===== src/rtl/score_table_pkg.sv =====
// Shared opcodes, merge modes and controller state encodings for the score table.
package score_table_pkg;

  localparam logic [1:0] OP_NOP    = 2'b00;
  localparam logic [1:0] OP_UPDATE = 2'b01;
  localparam logic [1:0] OP_DUMP   = 2'b10;

  localparam int MODE_OVERWRITE = 0;
  localparam int MODE_MAX       = 1;
  localparam int MODE_SAT_ADD   = 2;

  typedef enum logic [2:0] {
    ST_IDLE      = 3'd0,
    ST_UPD_RD    = 3'd1,
    ST_UPD_WAIT  = 3'd2,
    ST_UPD_WR    = 3'd3,
    ST_DUMP_RD   = 3'd4,
    ST_DUMP_WAIT = 3'd5,
    ST_DUMP_OUT  = 3'd6
  } state_e;

endpackage


===== src/rtl/score_merge.sv =====
// Combinational merge of a stored score with an incoming score; rule fixed by MODE.
module score_merge
  import score_table_pkg::*;
#(
  parameter int SCORE_W = 16,
  parameter int MODE    = MODE_OVERWRITE
) (
  input  logic [SCORE_W-1:0] old_score,
  input  logic [SCORE_W-1:0] new_score,
  output logic [SCORE_W-1:0] merged
);

  logic [SCORE_W:0] sum;

  assign sum = {1'b0, old_score} + {1'b0, new_score};

  always_comb begin
    // NOTE: assigning a default before the case keeps every path driven, so no latch is inferred.
    merged = new_score;
    case (MODE)
      MODE_MAX:     merged = (new_score > old_score) ? new_score : old_score;
      MODE_SAT_ADD: merged = sum[SCORE_W] ? '1 : sum[SCORE_W-1:0];
      default:      merged = new_score;
    endcase
  end

endmodule


===== src/rtl/score_table_ctrl.sv =====
// Score table controller: read-modify-write updates and a backpressured full-table dump
// against a single-port RAM with fixed read latency; one RAM access outstanding at a time.
module score_table_ctrl
  import score_table_pkg::*;
#(
  parameter int ID_W    = 16,
  parameter int SCORE_W = 16,
  parameter int DEPTH   = 256,
  parameter int RAM_LAT = 2,
  parameter int MODE    = MODE_OVERWRITE
) (
  input  logic                    clk,
  input  logic                    rst,
  input  logic                    cmd_valid,
  output logic                    cmd_ready,
  input  logic [1:0]              cmd_op,
  input  logic [ID_W-1:0]         cmd_id,
  input  logic [SCORE_W-1:0]      cmd_score,
  output logic [ID_W-1:0]         ram_addr,
  output logic [SCORE_W-1:0]      ram_wdata,
  output logic                    ram_wren,
  input  logic [SCORE_W-1:0]      ram_rdata,
  output logic                    out_valid,
  input  logic                    out_ready,
  output logic [ID_W+SCORE_W-1:0] out_data,
  output logic                    out_last,
  output logic                    err,
  output logic                    busy
);

  localparam int               CNT_W    = $clog2(RAM_LAT + 1);
  localparam logic [CNT_W-1:0] LAT_LOAD = CNT_W'(RAM_LAT);
  localparam logic [CNT_W-1:0] CNT_ONE  = CNT_W'(1);
  localparam logic [ID_W:0]    ID_LIMIT = (ID_W + 1)'(DEPTH);
  localparam logic [ID_W-1:0]  LAST_ID  = ID_W'(DEPTH - 1);

  logic [2:0]         state;
  logic [CNT_W-1:0]   lat_cnt;
  logic [ID_W-1:0]    ptr;
  logic [SCORE_W-1:0] upd_score;
  logic [SCORE_W-1:0] merged;
  logic               id_ok;

  // Extra top bit lets DEPTH == 2**ID_W accept every id.
  assign id_ok     = ({1'b0, cmd_id} < ID_LIMIT);
  assign cmd_ready = (state == ST_IDLE);
  assign busy      = (state != ST_IDLE);

  score_merge #(
    .SCORE_W (SCORE_W),
    .MODE    (MODE)
  ) u_merge (
    .old_score (ram_rdata),
    .new_score (upd_score),
    .merged    (merged)
  );

  always_ff @(posedge clk) begin
    if (!rst) begin
      state     <= ST_IDLE;
      lat_cnt   <= '0;
      ptr       <= '0;
      upd_score <= '0;
      ram_addr  <= '0;
      ram_wdata <= '0;
      ram_wren  <= 1'b0;
      out_data  <= '0;
      out_valid <= 1'b0;
      out_last  <= 1'b0;
      err       <= 1'b0;
    end else begin
      // NOTE: non-blocking assignments so every register samples pre-edge values.
      ram_wren <= 1'b0;
      err      <= 1'b0;
      case (state)
        ST_IDLE: begin
          if (cmd_valid) begin
            case (cmd_op)
              OP_UPDATE: begin
                if (id_ok) begin
                  ram_addr  <= cmd_id;
                  upd_score <= cmd_score;
                  state     <= ST_UPD_RD;
                end else begin
                  err <= 1'b1;
                end
              end
              OP_DUMP: begin
                ptr      <= '0;
                ram_addr <= '0;
                state    <= ST_DUMP_RD;
              end
              default: ;
            endcase
          end
        end
        ST_UPD_RD: begin
          lat_cnt <= LAT_LOAD;
          state   <= ST_UPD_WAIT;
        end
        ST_UPD_WAIT: begin
          lat_cnt <= lat_cnt - CNT_ONE;
          // Read data is valid on the edge the counter reaches zero.
          if (lat_cnt == CNT_ONE) begin
            ram_wdata <= merged;
            ram_wren  <= 1'b1;
            state     <= ST_UPD_WR;
          end
        end
        ST_UPD_WR: begin
          state <= ST_IDLE;
        end
        ST_DUMP_RD: begin
          lat_cnt <= LAT_LOAD;
          state   <= ST_DUMP_WAIT;
        end
        ST_DUMP_WAIT: begin
          lat_cnt <= lat_cnt - CNT_ONE;
          if (lat_cnt == CNT_ONE) begin
            out_data  <= {ptr, ram_rdata};
            out_valid <= 1'b1;
            out_last  <= (ptr == LAST_ID);
            state     <= ST_DUMP_OUT;
          end
        end
        ST_DUMP_OUT: begin
          if (out_ready) begin
            out_valid <= 1'b0;
            out_last  <= 1'b0;
            if (out_last) begin
              state <= ST_IDLE;
            end else begin
              ptr      <= ptr + ID_W'(1);
              ram_addr <= ptr + ID_W'(1);
              state    <= ST_DUMP_RD;
            end
          end
        end
        default: state <= ST_IDLE;
      endcase
    end
  end

endmodule


===== config.mk =====
export PLATFORM = sky130hd
export DESIGN_NAME = score_table_ctrl
export DESIGN_NICKNAME = d
export VERILOG_FILES = /design/src/rtl/score_table_pkg.sv /design/src/rtl/score_merge.sv /design/src/rtl/score_table_ctrl.sv
export SDC_FILE = /design/constraint.sdc
export NUM_CORES = 1
export LEC_CHECK = 0
export BUFFER_PORTS_ARGS = -buffer_cell sky130_fd_sc_hd__buf_2
export CAP_MARGIN = 10
export CORE_ASPECT_RATIO = 1.75
export CORE_UTILIZATION = 25
export CTS_CLUSTER_SIZE = 8
export DETAILED_ROUTE_END_ITERATION = 12
export PLACE_DENSITY = 0.49
export SETUP_SLACK_MARGIN = 0.4
export SYNTH_ARGS = -nofsm -noshare
export SYNTH_HDL_FRONTEND = slang
export SYNTH_SLANG_ARGS = --single-unit

===== constraint.sdc =====
create_clock -name clk -period 3.65 [get_ports clk]
set_input_delay 0.1825 -clock clk [delete_from_list [all_inputs] [get_ports clk]]
set_output_delay 0.1825 -clock clk [all_outputs]
set_load 0.1 [all_outputs]

==> flow_summary_export.csv <==
group,metric,value,unit
run_status,status,"completed",
route,avgViaCountPerCell,4.65,
power,vdd_ir_drop_max,0.199,mV
grt,grt_use_met2,0.266,
timing,slew_headroom,0.349,
synth,synth_top_area_frac,0.459,
worst_setup_path,crit_type,"register to register",
timing,finalCritPeriodShare,0.681,
timing,finClkSkew,0.00879,ns
worst_setup_path,slowest_stage,"and3_1",
power,pwr_density_cell,425,mW/mm^2
clocking,cts.sinks,105,
worst_setup_path,reg2reg_slack,1.16,ns
synth,synth_seq_area_share,0.459,
clocking,cts-buffers-inserted,9,
synth,synthArstFlopShare,0,
grt,grt_max_degree,48,
clocking,cts_resized,0,
worst_setup_path,critPathArrivalTime,2.73,ns
placed_design,gp_congestion,0.805,
worst_setup_path,worstSetupEndpointType,"register",
timing,period_needed,2.49,ns
route,drc_errors,0,
route,vias,4147,
clocking,cts.path.max_buffers,2,
synth,syn_inst,552,
route,finalWirelength,13.0,mm
clocking,clkSlewWorstSetupHoldPaths,0.08,ns
worst_hold_path,hold_class,"primary input to register",
grt,use_met3,0.0314,
synth,synth_cell_types,50,
worst_setup_path,start_kind,"register",
worst_setup_path,required,3.89,ns
floorplan,io_pins,124,
synth,synth_area_leader_cell,"dfxtp_1",
floorplan,start_util,0.255,
route,ant_nets,0,
clocking,holdBufCountCts,0,
route,wl_per_cell,14.6,um
route,firstDrtPassIters,4,
grt,grt_pass1_vias,4044,
floorplan,die_h,181,um
route,dr.first_iter.drc_count,172,
timing,finalSetupTns,0,ns
synth,yosysWarningCount,0,
placed_design,dp_cells,874,
synth,synth_edf_count,0,
timing,finalSetupViolations,0,
grt,grtUsageTotal,0.141,
layout,layout-drive-gt1-share,0.234,
clocking,cts_setup_buffers,0,
synth,synth.avg_cell_area,8.29,sq um
worst_setup_path,cp_top_family,"simple AND/OR/NAND/NOR gates",
clocking,insertion_delay,0.35,ns
worst_setup_path,path_cells,"nor2_1 -> a311oi_1 -> and3_1 -> o211ai_1 -> o211a_1",
placed_design,place.port_buffers,123,
grt,use_met1,0.148,
layout,syn_to_final_growth,23.3,%
worst_setup_path,worst-path-buf-inv,0,
synth,synth_area_leaders,"dfxtp_1, nand2_1, a21boi_0",
floorplan,die-area,0.0189,sq mm
floorplan,rows,65,
timing,rsz0062_at_grt,"no",
worst_setup_path,slowest_delay,0.85,ns
grt,grt_pass1_wl,21.1,mm
synth,ys.flop_type,"dfxtp_1",
layout,fin_cells,891,
timing,drv_slew,0,
timing,max_freq,402,MHz
grt,grt-ovfl-total,0,
layout,num-nets-final,708,
floorplan,fp.dieW,104,um
clocking,cts_tree,"built",
grt,antenna_found_initial,0,
synth,synth_area,0.00458,sq mm
clocking,cts_root_buf,"clkbuf_16",
power,leakage,0.00224,uW
flow_run,drv_cap,0,
floorplan,core,0.0180,sq mm
timing,worst_pin_slew,0.976,ns
synth,synth_nets,608,
synth,ys_ff_latch,105,
grt,gr-max-usage-layer,"met2",
placed_design,hpwl,9.53,mm
worst_setup_path,crit_fanout,31,
clocking,htree_levels,3,
timing,hold_viol,0,
layout,diodes,0,
==> worst paths after layout <==
path,depth (start not counted),end,from
max,5,ram_addr[2],state[1]
min,3,upd_score[10],cmd_score[10]
max reg2reg,5,ram_addr[2],state[1]
min reg2reg,2,ram_wdata[1],upd_score[1]
==> Yosys cell counts (4+ instances only) <==
library cell and number:
a21boi_0 34, a21oi_1 39, and2_1 4, and3_1 6
clkbuf_1 34, dfxtp_1 105, inv_1 5, mux2i_1 18
nand2_1 122, nand2b_1 9, nand3_1 32, nand3b_1 5
nand4_1 6, nor2_1 29, nor2b_1 7, nor3_1 6
nor4_1 6, o211a_1 4, o211ai_1 7, o21ai_0 20
xnor2_1 5, xor2_1 9
==> flip-flops by register name, indices dropped and copies added, names as in the netlist <==
name       cells
err            1
lat_cnt        2
out_data      32
out_last       1
out_valid      1
ptr           16
ram_addr      16
ram_wdata     16
ram_wren       1
state          3
upd_score     16
==> placed cells by master (no fill, tap or decap), types with 5 or more instances in the layout <==
cell type	instances
nand2_1	122
nand4_1	6
nor3_1	6
inv_1	5
xnor2_1	5
nand3b_1	5
buf_2	123
inv_6	5
clkbuf_16	9
and3_1	6
buf_4	6
a21boi_0	34
o21ai_0	20
nor2_1	29
xor2_1	9
nand3_1	32
nand2b_1	9
o211ai_1	7
dfxtp_1	105
nor2b_1	7
nor4_1	6
a21oi_1	39
mux2i_1	18
==> layer usage <==
metal,vias up,wire length [um],share of wire
met3,6,606,0.047
li1,2093,-,-
met5,-,0,0
met4,0,127,0.0098
met1,1943,5030,0.39
met2,105,7210,0.56
==> stage by stage <==
step           utilization  setup WS [ns]  power (uW)  hold WS [ns]  instance area, sq um
4_1_cts              0.313           1.15        2440        0.0534                  5630
5_1_grt              0.314          0.908        2510        0.0651                  5640
6_report             0.314           1.16        2400        0.0659                  5640
2_1_floorplan            -           1.43        1420         0.327                  4580
3_5_place_dp         0.298           1.14        1490         0.427                  5350
3_3_place_gp         0.298           1.28        1490         0.418                  5350
==> tightest hold or removal path: stages <==
cell and delay [ns]:
buf_2 0.07, mux2i_1 0.06, nor2_1 0.07
==> power breakdown <==
group          internal, uW  switching (uW)  leakage [uW]  total [uW]
logic                  78.4             202       0.00126         281
registers              1160            19.1      0.000847        1180
clock network           476             463      0.000142         938
total                  1710             684       0.00224        2400
==> cell type report <==
cell class	instances	area (sq um)
fill	1917	12300
multi-input combinational	400	2270
sequential	105	2100
timing repair buffer	130	672
tap	234	293
clock buffer	9	225
clock inverter	7	57.6
inverter	6	27.5
==> kinds of logic after synthesis <==
kind of cell    after synthesis  synth area share
flops                       105             0.459
xor+xnor                     14            0.0268
simple gates                247             0.257
mux                          18            0.0394
fa+ha+maj                     2           0.00547
compound gates              119             0.167
buf+inv                      47            0.0454
No activity file was read; power rests on OpenSTA's default activity.
